## src/rtl/lcd_text_buffer_pkg.sv

```systemverilog
// Shared definitions for the LCD text buffer: command codes, fill character, geometry defaults, FSM states.
// LCD_TEXT_BUF_SCROLL_EN adds the SCROLL state to the state encoding.
package lcd_pkg;

    localparam int DEF_COLS = 16;
    localparam int DEF_ROWS = 2;
    localparam logic [7:0] BLANK_CHAR = 8'h20;

    typedef enum logic [1:0] {
        CMD_CHAR   = 2'b00,
        CMD_SETCUR = 2'b01,
        CMD_CLEAR  = 2'b10,
        CMD_HOME   = 2'b11
    } cmd_e;

    typedef enum logic [1:0] {
        ST_CLEAR_INIT,
        ST_IDLE,
        ST_CLEAR
`ifdef LCD_TEXT_BUF_SCROLL_EN
        , ST_SCROLL
`endif
    } state_e;

endpackage

```

## src/rtl/lcd_text_buffer_if.sv

```systemverilog
// Host command channel of the LCD text buffer: valid/ready handshake carrying command, character and cursor target.
interface lcd_text_buffer_if #(
    parameter int ADDR_W = 5
);
    logic              wr_valid;
    logic              wr_ready;
    logic [1:0]        wr_cmd;
    logic [7:0]        wr_char;
    logic [ADDR_W-1:0] wr_addr;

    modport master (
        output wr_valid,
        output wr_cmd,
        output wr_char,
        output wr_addr,
        input  wr_ready
    );

    modport slave (
        input  wr_valid,
        input  wr_cmd,
        input  wr_char,
        input  wr_addr,
        output wr_ready
    );
endinterface

```

## src/rtl/lcd_buf_ram.sv

```systemverilog
// Character cell array: one write port, one registered read port for refresh, one combinational read port for scrolling.
module lcd_buf_ram
    import lcd_pkg::*;
#(
    parameter int         DEPTH  = 32,
    parameter int         ADDR_W = 5,
    parameter logic [7:0] BLANK  = BLANK_CHAR
) (
    input  logic              clk,
    input  logic              rst,
    input  logic              we,
    input  logic [ADDR_W-1:0] waddr,
    input  logic [7:0]        wdata,
    input  logic [ADDR_W-1:0] raddr,
    output logic [7:0]        rdata,
    input  logic [ADDR_W-1:0] caddr,
    output logic [7:0]        cdata
);

    localparam int IDX_W = $clog2(DEPTH);
    localparam logic [ADDR_W:0] DEPTH_EXT = (ADDR_W+1)'(DEPTH);

    logic [7:0] mem [DEPTH];
    logic       w_ok;
    logic       r_ok;
    logic       c_ok;

    // Addresses beyond the array are ignored on write and read back as BLANK.
    assign w_ok = {1'b0, waddr} < DEPTH_EXT;
    assign r_ok = {1'b0, raddr} < DEPTH_EXT;
    assign c_ok = {1'b0, caddr} < DEPTH_EXT;

    always_ff @(posedge clk) begin
        if (we && w_ok) begin
            mem[waddr[IDX_W-1:0]] <= wdata;
        end
    end

    always_ff @(posedge clk or negedge rst) begin
        if (!rst) begin
            rdata <= '0;
        end else begin
            rdata <= r_ok ? mem[raddr[IDX_W-1:0]] : BLANK;
        end
    end

    assign cdata = c_ok ? mem[caddr[IDX_W-1:0]] : BLANK;

endmodule

```

## src/rtl/lcd_text_buffer.sv

```systemverilog
// LCD character buffer: command FSM, cursor, clear/scroll sweep and dirty tracking around lcd_buf_ram.
// Optional: LCD_TEXT_BUF_SCROLL_EN makes a write past the last cell scroll up instead of wrapping.
module lcd_text_buffer
    import lcd_pkg::*;
#(
    parameter int         COLS   = DEF_COLS,
    parameter int         ROWS   = DEF_ROWS,
    parameter int         ADDR_W = 5,
    parameter logic [7:0] BLANK  = BLANK_CHAR
) (
    input  logic              clk,
    input  logic              rst,
    lcd_text_buffer_if.slave  host,
    input  logic [ADDR_W-1:0] rd_addr,
    output logic [7:0]        rd_data,
    input  logic              refresh_done,
    output logic              dirty,
    output logic              busy,
    output logic [ADDR_W-1:0] cursor
);

    localparam int D = ROWS * COLS;
    localparam logic [ADDR_W-1:0] LAST     = ADDR_W'(D - 1);
    localparam logic [ADDR_W-1:0] LAST_ROW = ADDR_W'((ROWS - 1) * COLS);
    localparam logic [ADDR_W-1:0] ROW_STEP = ADDR_W'(COLS);
    localparam logic [ADDR_W:0]   D_EXT    = (ADDR_W+1)'(D);

    state_e            state, state_nx;
    logic [ADDR_W-1:0] sweep, sweep_nx;
    logic [ADDR_W-1:0] cursor_nx;
    logic              dirty_nx;
    logic              ready_q;
    logic              accept;
    logic              ram_we;
    logic [ADDR_W-1:0] ram_waddr;
    logic [7:0]        ram_wdata;
    logic [ADDR_W-1:0] copy_addr;
    logic [7:0]        copy_data;
    logic              copy_sel;

    assign host.wr_ready = ready_q;
    assign accept        = host.wr_valid && ready_q;
    assign copy_addr     = sweep + ROW_STEP;

`ifdef LCD_TEXT_BUF_SCROLL_EN
    assign copy_sel = (state == ST_SCROLL) && (sweep < LAST_ROW);
`else
    assign copy_sel = 1'b0;
`endif

    lcd_buf_ram #(
        .DEPTH  (D),
        .ADDR_W (ADDR_W),
        .BLANK  (BLANK)
    ) u_ram (
        .clk   (clk),
        .rst   (rst),
        .we    (ram_we),
        .waddr (ram_waddr),
        .wdata (ram_wdata),
        .raddr (rd_addr),
        .rdata (rd_data),
        .caddr (copy_addr),
        .cdata (copy_data)
    );

    // Every non-idle state is a one-cell-per-cycle sweep over the whole array.
    always_comb begin
        state_nx  = state;
        sweep_nx  = sweep;
        cursor_nx = cursor;
        ram_we    = 1'b0;
        ram_waddr = cursor;
        ram_wdata = host.wr_char;
        case (state)
            ST_IDLE: begin
                if (accept) begin
                    case (host.wr_cmd)
                        CMD_CHAR: begin
                            ram_we = 1'b1;
`ifdef LCD_TEXT_BUF_SCROLL_EN
                            if (cursor == LAST) begin
                                state_nx = ST_SCROLL;
                            end else begin
                                cursor_nx = cursor + 1'b1;
                            end
`else
                            cursor_nx = (cursor == LAST) ? '0 : cursor + 1'b1;
`endif
                        end
                        CMD_SETCUR: begin
                            cursor_nx = ({1'b0, host.wr_addr} >= D_EXT) ? LAST : host.wr_addr;
                        end
                        CMD_CLEAR: begin
                            state_nx = ST_CLEAR;
                        end
                        default: begin
                            cursor_nx = '0;
                        end
                    endcase
                end
            end
            default: begin
                ram_we    = 1'b1;
                ram_waddr = sweep;
                ram_wdata = copy_sel ? copy_data : BLANK;
                if (sweep == LAST) begin
                    sweep_nx = '0;
                    state_nx = ST_IDLE;
`ifdef LCD_TEXT_BUF_SCROLL_EN
                    cursor_nx = (state == ST_SCROLL) ? LAST_ROW : '0;
`else
                    cursor_nx = '0;
`endif
                end else begin
                    sweep_nx = sweep + 1'b1;
                end
            end
        endcase
        // A cell write in the same cycle as refresh_done keeps the buffer dirty.
        dirty_nx = ram_we ? 1'b1 : (refresh_done ? 1'b0 : dirty);
    end

    always_ff @(posedge clk or negedge rst) begin
        if (!rst) begin
            state   <= ST_CLEAR_INIT;
            sweep   <= '0;
            cursor  <= '0;
            dirty   <= 1'b1;
            busy    <= 1'b0;
            ready_q <= 1'b0;
        end else begin
            state   <= state_nx;
            sweep   <= sweep_nx;
            cursor  <= cursor_nx;
            dirty   <= dirty_nx;
            busy    <= (state_nx != ST_IDLE);
            ready_q <= (state_nx == ST_IDLE);
        end
    end

endmodule
```

## src/flat_wrapper.sv

```systemverilog
// flat-port wrapper written by rule: the top's interface ports become plain ports
module lcd_text_buffer_flat import lcd_pkg::*;
#(
    parameter int         COLS   = DEF_COLS,
    parameter int         ROWS   = DEF_ROWS,
    parameter int         ADDR_W = 5,
    parameter logic [7:0] BLANK  = BLANK_CHAR
)
  (clk, rst, rd_addr, rd_data, refresh_done, dirty, busy, cursor, host_wr_valid, host_wr_cmd, host_wr_char, host_wr_addr, host_wr_ready);
  lcd_text_buffer_if #(.ADDR_W(ADDR_W)) host_i ();
  input  logic clk;
  input  logic rst;
  input  logic [ADDR_W-1:0] rd_addr;
  output logic [7:0] rd_data;
  input  logic refresh_done;
  output logic dirty;
  output logic busy;
  output logic [ADDR_W-1:0] cursor;
  input wire logic [$bits(host_i.wr_valid)-1:0] host_wr_valid;
  input wire logic [$bits(host_i.wr_cmd)-1:0] host_wr_cmd;
  input wire logic [$bits(host_i.wr_char)-1:0] host_wr_char;
  input wire logic [$bits(host_i.wr_addr)-1:0] host_wr_addr;
  output wire logic [$bits(host_i.wr_ready)-1:0] host_wr_ready;
  assign host_i.wr_valid = host_wr_valid;
  assign host_i.wr_cmd = host_wr_cmd;
  assign host_i.wr_char = host_wr_char;
  assign host_i.wr_addr = host_wr_addr;
  assign host_wr_ready = host_i.wr_ready;
  lcd_text_buffer #(.COLS(COLS), .ROWS(ROWS), .ADDR_W(ADDR_W), .BLANK(BLANK)) u_core (.clk(clk), .rst(rst), .host(host_i), .rd_addr(rd_addr), .rd_data(rd_data), .refresh_done(refresh_done), .dirty(dirty), .busy(busy), .cursor(cursor));
endmodule
```

## config.mk

```make
export PLATFORM = sky130hd
export DESIGN_NAME = lcd_text_buffer_flat
export DESIGN_NICKNAME = d
export VERILOG_FILES = /design/src/rtl/lcd_text_buffer_pkg.sv /design/src/rtl/lcd_text_buffer_if.sv /design/src/rtl/lcd_buf_ram.sv /design/src/rtl/lcd_text_buffer.sv /design/src/flat_wrapper.sv
export SDC_FILE = /design/constraint.sdc
export NUM_CORES = 1
export LEC_CHECK = 0
export ABC_AREA = 1
export CAP_MARGIN = 20
export CORE_MARGIN = 2
export CORE_UTILIZATION = 50
export DETAILED_ROUTE_END_ITERATION = 12
export GPL_TIMING_DRIVEN = 0
export PLACE_DENSITY = 0.69
export SLEW_MARGIN = 20
export SYNTH_ARGS = -nofsm -noshare
export SYNTH_HDL_FRONTEND = slang
export SYNTH_SLANG_ARGS = --single-unit
```

## constraint.sdc

```tcl
create_clock -name clk -period 5.58 [get_ports clk]
set_clock_uncertainty 0.2 [all_clocks]
set_input_delay 1.116 -clock clk [delete_from_list [all_inputs] [get_ports clk]]
set_output_delay 1.116 -clock clk [all_outputs]
set_load 0.02 [all_outputs]
```

==> metrics.txt, run 1 <==
result of the run=complete, no violations; total via count in the routed design=7957; library cell contributing the largest single delay on the critical path=nor2_1; path class of the lowest-slack min-delay path=register to register; number of flops mapped to enable cells by yosys=256; arrival time of the worst setup path=3.23 ns; Logic pwr share=0.176; number of maximum-capacitance violations=0; worst r2r src=u_core.state[0]$_DFF_PN0_; number of buffers and inverters on the critical path=2; type of destination of the critical path=register; Post-CTS Setup Inserts=0; clock latency at the later pin of the worst-skew pair=0.54 ns; cell type contributing the most total cell area after synthesis=edfxtp_1; wire length of the first global-routing pass=43.8 mm; clock buffers created by TritonCTS=29; Sw Share=0.277; count of mapped cells out of synthesis=1040; maximum net fanout on the critical path=8; most used standard cell by instance count after synthesis=nand2_1; Seq/Total Area, Yosys=0.704; top cells by area in the synthesized netlist=edfxtp_1 66%, nand2_1 12%, nand3_1 8.4%; shortest clock period the worst path allows after layout=3.27 ns; areal power density over the cells=409 mW/mm²; worst setup path start=host_wr_cmd[1]; worst hold start=u_core.dirty$_DFFE_PN1P_; R2R cell count=6; die height=157 µm; antenna violations before repair=0; clock sink count=279; maximum clock insertion buffer count=3; TritonCTS clock tree=built; post-synthesis net count=1068; Root Driver=clkbuf_16; startpoint type of the worst setup path=primary input; number of core rows=56; post-route clock period utilization=0.585; antenna diode count=0; area of the mapped netlist=0.0117 mm²; Hold Crit Depth=2; final max-slew violation count=0; Finish-stage setup viols=0; number of remaining DRC errors=0; effective utilization at floorplan=0.504; final standard cell area without fillers=0.0137 mm²; PostCTS Resize Cnt=0; mean routed wirelength per cell=20.1 µm; Cell Chain, Critical Path=clkdlybuf4s50_1, nor2_1, a21oi_1, inv_1, nand3_2, nor2_1; first drt pass iteration count=7; number of H-tree levels=1; most instantiated flip-flop cell in the synthesis netlist=edfxtp_1; count of nets left with antenna violations after detail routing=0; Worst IR Drop VDD=239 µV; layout-stage area growth over the synthesis result=16.4%; remaining max-slew budget at the tightest pin=0.390; wirelength, routed=29.3 mm; overall track demand over capacity in global routing=0.242; die span in x=157 µm; area after detailed placement=0.0127 mm²; share of cells above drive strength 1=0.101; cell family with the largest share of critical-path delay=simple AND/OR/NAND/NOR gates; pin count of the biggest net entering global routing=33; RSZ-0062 raised after global routing=false; portion of total power attributed to the clock network=0.343; Post-layout nets=1142; classification of the worst setup path=primary input to register; core box area=0.0233 mm²; count of hold buffers inserted by post-cts repair=0; number of distinct library cell variants in the gate-level netlist after synthesis=30; clock input transition at the sequential cells of the worst setup and hold paths=0.06 ns; endpoints failing hold=0; critical path required time=5.54 ns; most numerous cell types in the synthesized netlist=384 x nand2_1, 256 x edfxtp_1, 198 x nand3_1; via count of the first global-routing pass=7651; Sum Neg Setup Slack=0 ns; drt via density=5.47; number of cells on the critical path=6; Synth top area share=0.655; post-synthesis sequential element count=279; final weighted congestion of routability-driven global placement=0.914; static leakage=5.24 nW; synthesized area divided by synthesized cell count=11.3 µm²; measured slew at the worst slew-check pin=0.911 ns; Congestion Overflow GR=0; number of filler cells placed in the layout=1919; Sw Pwr=1.55 mW; I/O pin count=40; half-perimeter wire length after detailed placement=19.5 mm; Pint=4.03 mW; Synth async-reset ratio=0.0824; # port buffers=36; floorplan die area=0.0247 mm²; highest attainable clock frequency=306 MHz; most repeated library cell on the critical path=nor2_1; synth warn=0; sequential cell fraction of total power=0.481; stage delay of the slowest cell on the critical path=0.80 ns; violation count after the first detailed-routing iteration=752
## path summary, 6_finish.rpt
check                                                         to  slack, ns
max in group asynchronous        u_core.u_ram.rdata[6]$_DFF_PN0_       4.36
worst min-delay path                    u_core.dirty$_DFFE_PN1P_       0.27
min in group asynchronous         u_core.host.wr_ready$_DFF_PN0_       0.40
worst min register to register          u_core.dirty$_DFFE_PN1P_       0.27
worst max register to register  u_core.u_ram.mem[1][4]$_DFFE_PP_       2.90
worst max-delay path            u_core.u_ram.mem[1][4]$_DFFE_PP_       2.31
## kinds of logic (layout without fill, tap and decap cells)
logic type,after synthesis,in the layout,share of synthesized area
simple gates,641,641,0.229
flops,279,279,0.704
compound gates,24,24,0.0125
fa+ha+maj,4,4,0.00427
xor+xnor,4,4,0.00299
buf+inv,88,183,0.0467
## worst reg2reg max path, delay by kind of cell (launching register included)
kind            cells  cell delay [ns]
simple gates        3             1.25
compound gates      1             0.09
buf+inv             2             0.36
flops               1             0.41
## placed cells by master (no fill, tap or decap), drive strengths merged, types with 4 or more instances in the layout
cell / n
nand2: 385
dfrtp: 22
buf: 55
nor2: 51
inv: 35
clkbuf: 45
clkinv: 9
clkdlybuf4s50: 35
ha: 4
edfxtp: 256
o21ai: 10
nand3: 202
a21oi: 6
## sequential cells by signal, summed over array words and instances (netlist names)
name / cells
u_core.cursor: 5
u_core.u_ram.rdata: 8
u_core.sweep: 5
u_core.host.wr_ready: 1
u_core.state: 2
u_core.busy: 1
u_core.u_ram.mem: 256
u_core.dirty: 1
## final cells by class
| type | count | area [µm²] | share of cell area |
|---|---|---|---|
| clock inverter | 14 | 145 | 0.0106 |
| sequential | 279 | 8260 | 0.605 |
| multi-input combinational | 673 | 2980 | 0.218 |
| clock buffer | 38 | 800 | 0.0585 |
| tap | 319 | 399 | 0.0292 |
| inverter | 34 | 128 | 0.00934 |
| timing repair buffer | 43 | 528 | 0.0387 |
| buffer | 54 | 420 | 0.0308 |
## per-layer routing
metal	GRT usage	part of all wire	up-vias
met5	0	0	-
met1	0.326	0.40	3822
met2	0.405	0.50	362
met4	0.0866	0.029	0
li1	-	-	3720
met3	0.0325	0.078	53
## per-stage QoR
step                      power [mW]  hold slack, ns  setup WS [ns]  std cells  utilization
final                           5.58           0.272           2.31       1454        0.587
after global routing            5.77           0.323           2.22       1454        0.587
after CTS                       5.59           0.282           2.35       1454        0.587
after detailed placement        3.70           0.273           1.80       1402        0.547
after global placement          3.61           0.260           1.22       1395        0.537
after floorplan                 3.26           0.270           2.94       1040            -
## power groups by stage
| stage | registers [mW] | logic (mW) | clock network (mW) |
|---|---|---|---|
| after floorplan | 2.74 | 0.527 | 0 |
| after global placement | 2.73 | 0.884 | 0 |
| after detailed placement | 2.72 | 0.974 | 0 |
| after CTS | 2.68 | 0.979 | 1.93 |
| after global routing | 2.70 | 1.06 | 2.01 |
| final | 2.68 | 0.984 | 1.91 |
Power figures use the tool's default switching activity.
==> inputs of run 2 (changes only) <==
==> constraint.sdc (replaced) <==
create_clock -name clk -period 3.25 [get_ports clk]
set_clock_uncertainty 0.2 [all_clocks]
set_input_delay 0.65 -clock clk [delete_from_list [all_inputs] [get_ports clk]]
set_output_delay 0.65 -clock clk [all_outputs]
set_load 0.02 [all_outputs]
==> run 2 against run 1 <==
  * Core utilization barely moved
  * Critical path depth did not move
  * Critical path type unchanged
  * Sequential power rose by 72%
  * Largest power group unchanged
==> metrics.txt, run 2 (same netlist as run 1, synthesis figures left out) <==
layout-stage area growth over the synthesis result=16.5% (about the same); worst r2r src=u_core.state[0]$_DFF_PN0_; clock input transition at the sequential cells of the worst setup and hold paths=0.06 ns (about the same); number of maximum-capacitance violations=0 (unchanged); Worst IR Drop VDD=411 µV (+72%); Root Driver=clkbuf_16; die height=157 µm (unchanged); number of remaining DRC errors=0 (unchanged); I/O pin count=40 (unchanged); static leakage=5.25 nW (about the same); capture endpoint of the worst hold path=u_core.dirty$_DFFE_PN1P_; worst hold start=u_core.dirty$_DFFE_PN1P_; R2R cell count=6 (unchanged); maximum clock insertion buffer count=3 (unchanged); setup slack of the most critical reg-to-reg path=0.56 ns (-2.34 ns); TritonCTS clock tree=built; Hold Crit Depth=2 (unchanged); share of cells above drive strength 1=0.101 (about the same); result of the run=complete, no violations; type of destination of the critical path=register; RR Endpoint=u_core.u_ram.mem[1][4]$_DFFE_PP_; startpoint type of the worst setup path=primary input; clock buffers created by TritonCTS=29 (unchanged); post-route worst hold slack=0.272 ns (-0.00000600 ns); wirelength, routed=29.3 mm (+0.16%); total via count in the routed design=7986 (+0.36%); clock sink count=279 (unchanged); number of core rows=56 (unchanged); Largest register FFs=256 (unchanged); shortest clock period the worst path allows after layout=2.80 ns; number of filler cells placed in the layout=1918 (-0.052%); core box area=0.0233 mm² (unchanged); final max-slew violation count=0 (unchanged); antenna diode count=0 (unchanged); areal power density over the cells=702 mW/mm² (+72%); endpoints failing hold=0 (unchanged); classification of the worst setup path=primary input to register; first drt pass iteration count=5 (-2); die span in x=157 µm (unchanged); pin count of the biggest net entering global routing=33 (unchanged); post-route clock period utilization=0.862; effective utilization at floorplan=0.504 (unchanged); Post-CTS Setup Inserts=0 (unchanged); antenna violations before repair=0 (unchanged); final weighted congestion of routability-driven global placement=0.914 (unchanged); arrival time of the worst setup path=2.77 ns (-0.46 ns); wire length of the first global-routing pass=43.8 mm (unchanged); clock latency at the later pin of the worst-skew pair=0.54 ns (about the same); leading cell type in the layout, fill and taps excluded=nand2_1; measured slew at the worst slew-check pin=0.953 ns (+0.0417 ns); M1 GR Usage=0.326 (unchanged); post-layout total power=9.59 mW (+72%); Finish-stage setup viols=0 (unchanged); busiest metal layer after global routing=met2; path class of the lowest-slack min-delay path=register to register; maximum net fanout on the critical path=8 (unchanged); overall track demand over capacity in global routing=0.242 (unchanged); count of nets left with antenna violations after detail routing=0 (unchanged); half-perimeter wire length after detailed placement=19.5 mm (unchanged); global routing met2 resource utilization=0.405 (unchanged); Congestion Overflow GR=0 (unchanged); highest attainable clock frequency=357 MHz; remaining max-slew budget at the tightest pin=0.362 (-0.0279); Post-layout nets=1143 (+0.088%); RSZ-0062 raised after global routing=false; drt via density=5.49 (+0.30%); highest-count cells in the layout ignoring fill and taps=384 x nand2_1, 256 x edfxtp_1, 198 x nand3_1, 44 x nor2_1, 35 x clkdlybuf4s50_1; via count of the first global-routing pass=7651 (unchanged); met3 GRT Util=0.0325 (unchanged); floorplan die area=0.0247 mm² (unchanged); # port buffers=36 (unchanged); critical path required time=3.22 ns (-2.32 ns); violation count after the first detailed-routing iteration=765 (+1.7%); mean routed wirelength per cell=20.2 µm (about the same); number of H-tree levels=1 (unchanged)
-- run 2: routing by layer --
metal,vias up,routed length [µm]
li1,3721,-
met1,3853,11700
met2,357,14600
met3,55,2220
met4,0,864
met5,-,0
-- run 2: how the worst max path moves through the flow --
| stage | startpoint | to | slack, ns | cells past startpoint |
|---|---|---|---|---|
| after floorplan | host_wr_cmd[1] | u_core.u_ram.mem[0][0]$_DFFE_PP_ | 1.08 | 5 |
| after global placement | host_wr_char[3] | u_core.u_ram.mem[29][3]$_DFFE_PP_ | -0.64 | 3 |
| after detailed placement | host_wr_cmd[1] | u_core.u_ram.mem[0][0]$_DFFE_PP_ | -0.07 | 6 |
| after CTS | host_wr_cmd[1] | u_core.u_ram.mem[0][7]$_DFFE_PP_ | 0.49 | 6 |
| after global routing | host_wr_cmd[1] | u_core.u_ram.mem[24][2]$_DFFE_PP_ | 0.35 | 6 |
| final | host_wr_cmd[1] | u_core.u_ram.mem[1][4]$_DFFE_PP_ | 0.45 | 6 |
-- run 2: through the flow --
step                utilization  TNS (ns)  cell area [µm²]  cells  setup WS [ns]
floorplan                     -         0            11700   1040           1.08
global placement          0.537   -118.14            12500   1395         -0.642
detailed placement        0.547     -1.45            12700   1402        -0.0655
CTS                       0.588         0            13700   1455          0.491
global route              0.588         0            13700   1455          0.352
finish                    0.588         0            13700   1455          0.449
-- run 2: where the power goes --
| group | total [mW] | switching [mW] | internal, mW |
|---|---|---|---|
| Clock | 3.29 | 1.34 | 1.96 |
| Sequential | 4.61 | 0.118 | 4.49 |
| Combinational | 1.69 | 1.21 | 0.480 |
-- run 2: timing repair --
item | in CTS | in global routing
resized for setup | 0 | 0
endpoints found under the hold margin | 22 | 0
hold buffers | 1 | 0
-- run 2: final cells by class --
| cell class | instances | area [µm²] | area share |
|---|---|---|---|
| inverter | 34 | 128 | 0.00934 |
| clock buffer | 38 | 800 | 0.0585 |
| clock inverter | 14 | 145 | 0.0106 |
| multi-input combinational | 673 | 2980 | 0.218 |
| timing repair buffer | 44 | 538 | 0.0394 |
| sequential | 279 | 8260 | 0.605 |
| tap | 319 | 399 | 0.0292 |
| buffer | 54 | 420 | 0.0308 |
-- run 2: critical path, cell delays in order --
cell and delay (ns):
clkdlybuf4s50_1 0.46, nor2_1 0.21, a21oi_1 0.15, inv_1 0.18, nand3_2 0.32, nor2_1 0.80
==> inputs of run 3 (changes only) <==
--- a/config.mk
+++ b/config.mk
@@ -7,7 +7,6 @@
 export LEC_CHECK = 0
 export ABC_AREA = 1
 export CAP_MARGIN = 20
-export CORE_MARGIN = 2
 export CORE_UTILIZATION = 50
 export DETAILED_ROUTE_END_ITERATION = 12
 export GPL_TIMING_DRIVEN = 0
==> run 3 against run 2 <==
  * Design area is 1.1% higher
  * Count of clock-buffer cells in the layout is 9 lower
  * Register-to-register slack better by 0.04 ns
  * Worst hold slack worse by 0.056 ns
  * Critical path type unchanged
  * Highest routed layer unchanged
==> metrics.txt, run 3 (same netlist as run 1, synthesis figures left out) <==
final max-slew violation count=0 (unchanged); I/O pin count=40 (unchanged); Worst IR Drop VDD=529 µV (+29%); type of destination of the critical path=register; effective utilization at floorplan=0.514 (+0.00917); wire length of the first global-routing pass=43.8 mm (about the same); clock latency at the later pin of the worst-skew pair=0.56 ns (+0.02 ns); Hold Crit Depth=3 (+1); met3 GRT Util=0.0359 (+0.00344); stage delay of the slowest cell on the critical path=0.80 ns (about the same); number of remaining DRC errors=0 (unchanged); core box area=0.0228 mm² (-1.8%); die span in x=155 µm (-1.3%); violation count after the first detailed-routing iteration=926 (+21%); Largest register FFs=256 (unchanged); first drt pass iteration count=6 (+1); leading cell type in the layout, fill and taps excluded=nand2_1; area after detailed placement=0.0127 mm² (about the same); final weighted congestion of routability-driven global placement=0.914 (about the same); maximum net fanout on the critical path=8 (unchanged); post-layout total power=10.0 mW (+4.5%); Cell Chain, Critical Path=clkdlybuf4s50_1, nor2_1, a21oi_1, inv_1, nand3_2, nor2_1; capture endpoint of the worst hold path=u_core.u_ram.rdata[7]$_DFF_PN0_; overall track demand over capacity in global routing=0.248 (+0.00633); pin count of the biggest net entering global routing=33 (unchanged); clock sink count=279 (unchanged); remaining max-slew budget at the tightest pin=0.397 (+0.0349); busiest metal layer after global routing=met2; critical path required time=3.22 ns (about the same); static leakage=5.32 nW (+1.4%); number of core rows=55 (-1.8%); shortest clock period the worst path allows after layout=2.76 ns (-0.0450 ns); measured slew at the worst slew-check pin=0.901 ns (-0.0521 ns); count of nets left with antenna violations after detail routing=0 (unchanged); number of H-tree levels=1 (unchanged); arrival time of the worst setup path=2.72 ns (-0.05 ns); maximum clock insertion buffer count=3 (unchanged); share of cells above drive strength 1=0.107 (+0.00597); via count of the first global-routing pass=7746 (+1.2%); R2R cell count=6 (unchanged); RR Endpoint=u_core.u_ram.mem[19][3]$_DFFE_PP_; Finish-stage setup viols=0 (unchanged); drt via density=5.48 (-0.11%); RSZ-0062 raised after global routing=false; post-route clock period utilization=0.848 (-0.0139); Post-layout nets=1143 (unchanged); half-perimeter wire length after detailed placement=19.5 mm (+0.19%); layout-stage area growth over the synthesis result=17.7%; highest attainable clock frequency=363 MHz (+1.6%); clock input transition at the sequential cells of the worst setup and hold paths=0.06 ns (about the same); clock buffers created by TritonCTS=29 (unchanged); antenna violations before repair=0 (unchanged); worst r2r src=u_core.state[0]$_DFF_PN0_; antenna diode count=0 (unchanged); TritonCTS clock tree=built; # port buffers=36 (unchanged); areal power density over the cells=725 mW/mm² (+3.4%); endpoints failing hold=0 (unchanged); setup slack of the most critical reg-to-reg path=0.60 ns (+0.04 ns); highest-count cells in the layout ignoring fill and taps=384 x nand2_1, 256 x edfxtp_1, 198 x nand3_1, 44 x nor2_1, 35 x clkdlybuf4s50_1; die height=155 µm (-1.3%); total via count in the routed design=7955 (-0.39%); startpoint type of the worst setup path=primary input; number of maximum-capacitance violations=0 (unchanged); mean routed wirelength per cell=20.0 µm (-0.88%); classification of the worst setup path=primary input to register; most repeated library cell on the critical path=nor2_1; Congestion Overflow GR=0 (unchanged); global routing met2 resource utilization=0.412 (+0.00698); final standard cell area without fillers=0.0138 mm² (+1.1%); result of the run=complete, no violations; Root Driver=clkbuf_16; wirelength, routed=29.0 mm (-1.1%); library cell contributing the largest single delay on the critical path=nor2_1; worst hold start=rd_addr[4]; M1 GR Usage=0.340 (+0.0139); floorplan die area=0.0241 mm² (-2.5%); path class of the lowest-slack min-delay path=primary input to register
[run 3: power breakdown]
part / leakage, nW / internal [mW] / switching [mW]
Sequential: 2.63 / 4.49 / 0.122
Clock: 0.533 / 2.34 / 1.38
Combinational: 2.16 / 0.487 / 1.20
[run 3: worst max-delay path by stage]
| stage | depth (start not counted) | slack (ns) | startpoint | end |
|---|---|---|---|---|
| 6_report | 6 | 0.49 | host_wr_cmd[1] | u_core.u_ram.mem[19][3]$_DFFE_PP_ |
| 5_1_grt | 6 | 0.40 | host_wr_cmd[1] | u_core.u_ram.mem[3][5]$_DFFE_PP_ |
| 4_1_cts | 6 | 0.54 | host_wr_cmd[1] | u_core.u_ram.mem[27][1]$_DFFE_PP_ |
| 3_5_place_dp | 6 | -0.03 | host_wr_cmd[1] | u_core.u_ram.mem[27][6]$_DFFE_PP_ |
| 3_3_place_gp | 3 | -0.54 | host_wr_char[3] | u_core.u_ram.mem[26][3]$_DFFE_PP_ |
| 2_1_floorplan | 5 | 1.08 | host_wr_cmd[1] | u_core.u_ram.mem[0][0]$_DFFE_PP_ |
[run 3: layout make-up]
cell class / count / area (µm²)
buffer: 54 / 420
multi-input combinational: 673 / 2980
timing repair buffer: 44 / 551
sequential: 279 / 8260
fill: 1846 / 9030
clock inverter: 25 / 358
inverter: 34 / 128
tap: 313 / 392
clock buffer: 29 / 726
[run 3: metal layers]
metal / wire [µm] / up-vias
li1: - / 3718
met2: 13800 / 380
met3: 2340 / 63
met5: 0 / -
met4: 855 / 0
met1: 12000 / 3794
[run 3: per-stage QoR]
step / setup TNS, ns / setup WS (ns) / util / hold slack [ns] / cells
2_1_floorplan: 0 / 1.08 / - / 0.154 / 1040
3_3_place_gp: -101.79 / -0.538 / 0.547 / 0.261 / 1389
3_5_place_dp: -0.589 / -0.0276 / 0.557 / 0.274 / 1396
4_1_cts: 0 / 0.540 / 0.605 / 0.203 / 1451
5_1_grt: 0 / 0.404 / 0.605 / 0.236 / 1451
6_report: 0 / 0.494 / 0.605 / 0.217 / 1451
[run 3: critical path: cells and delay by family]
family                 cells  cell delay (ns)
AOI/OAI and AO/OA          1             0.12
and+or+nand+nor            3             1.32
buffers and inverters      2             0.63
[run 3: timing repair]
item,in CTS,in global routing
endpoints found under the hold margin,22,0
endpoints found under the setup margin,0,0
buffers inserted,0,0
hold buffers,1,0
gates resized for setup,0,0
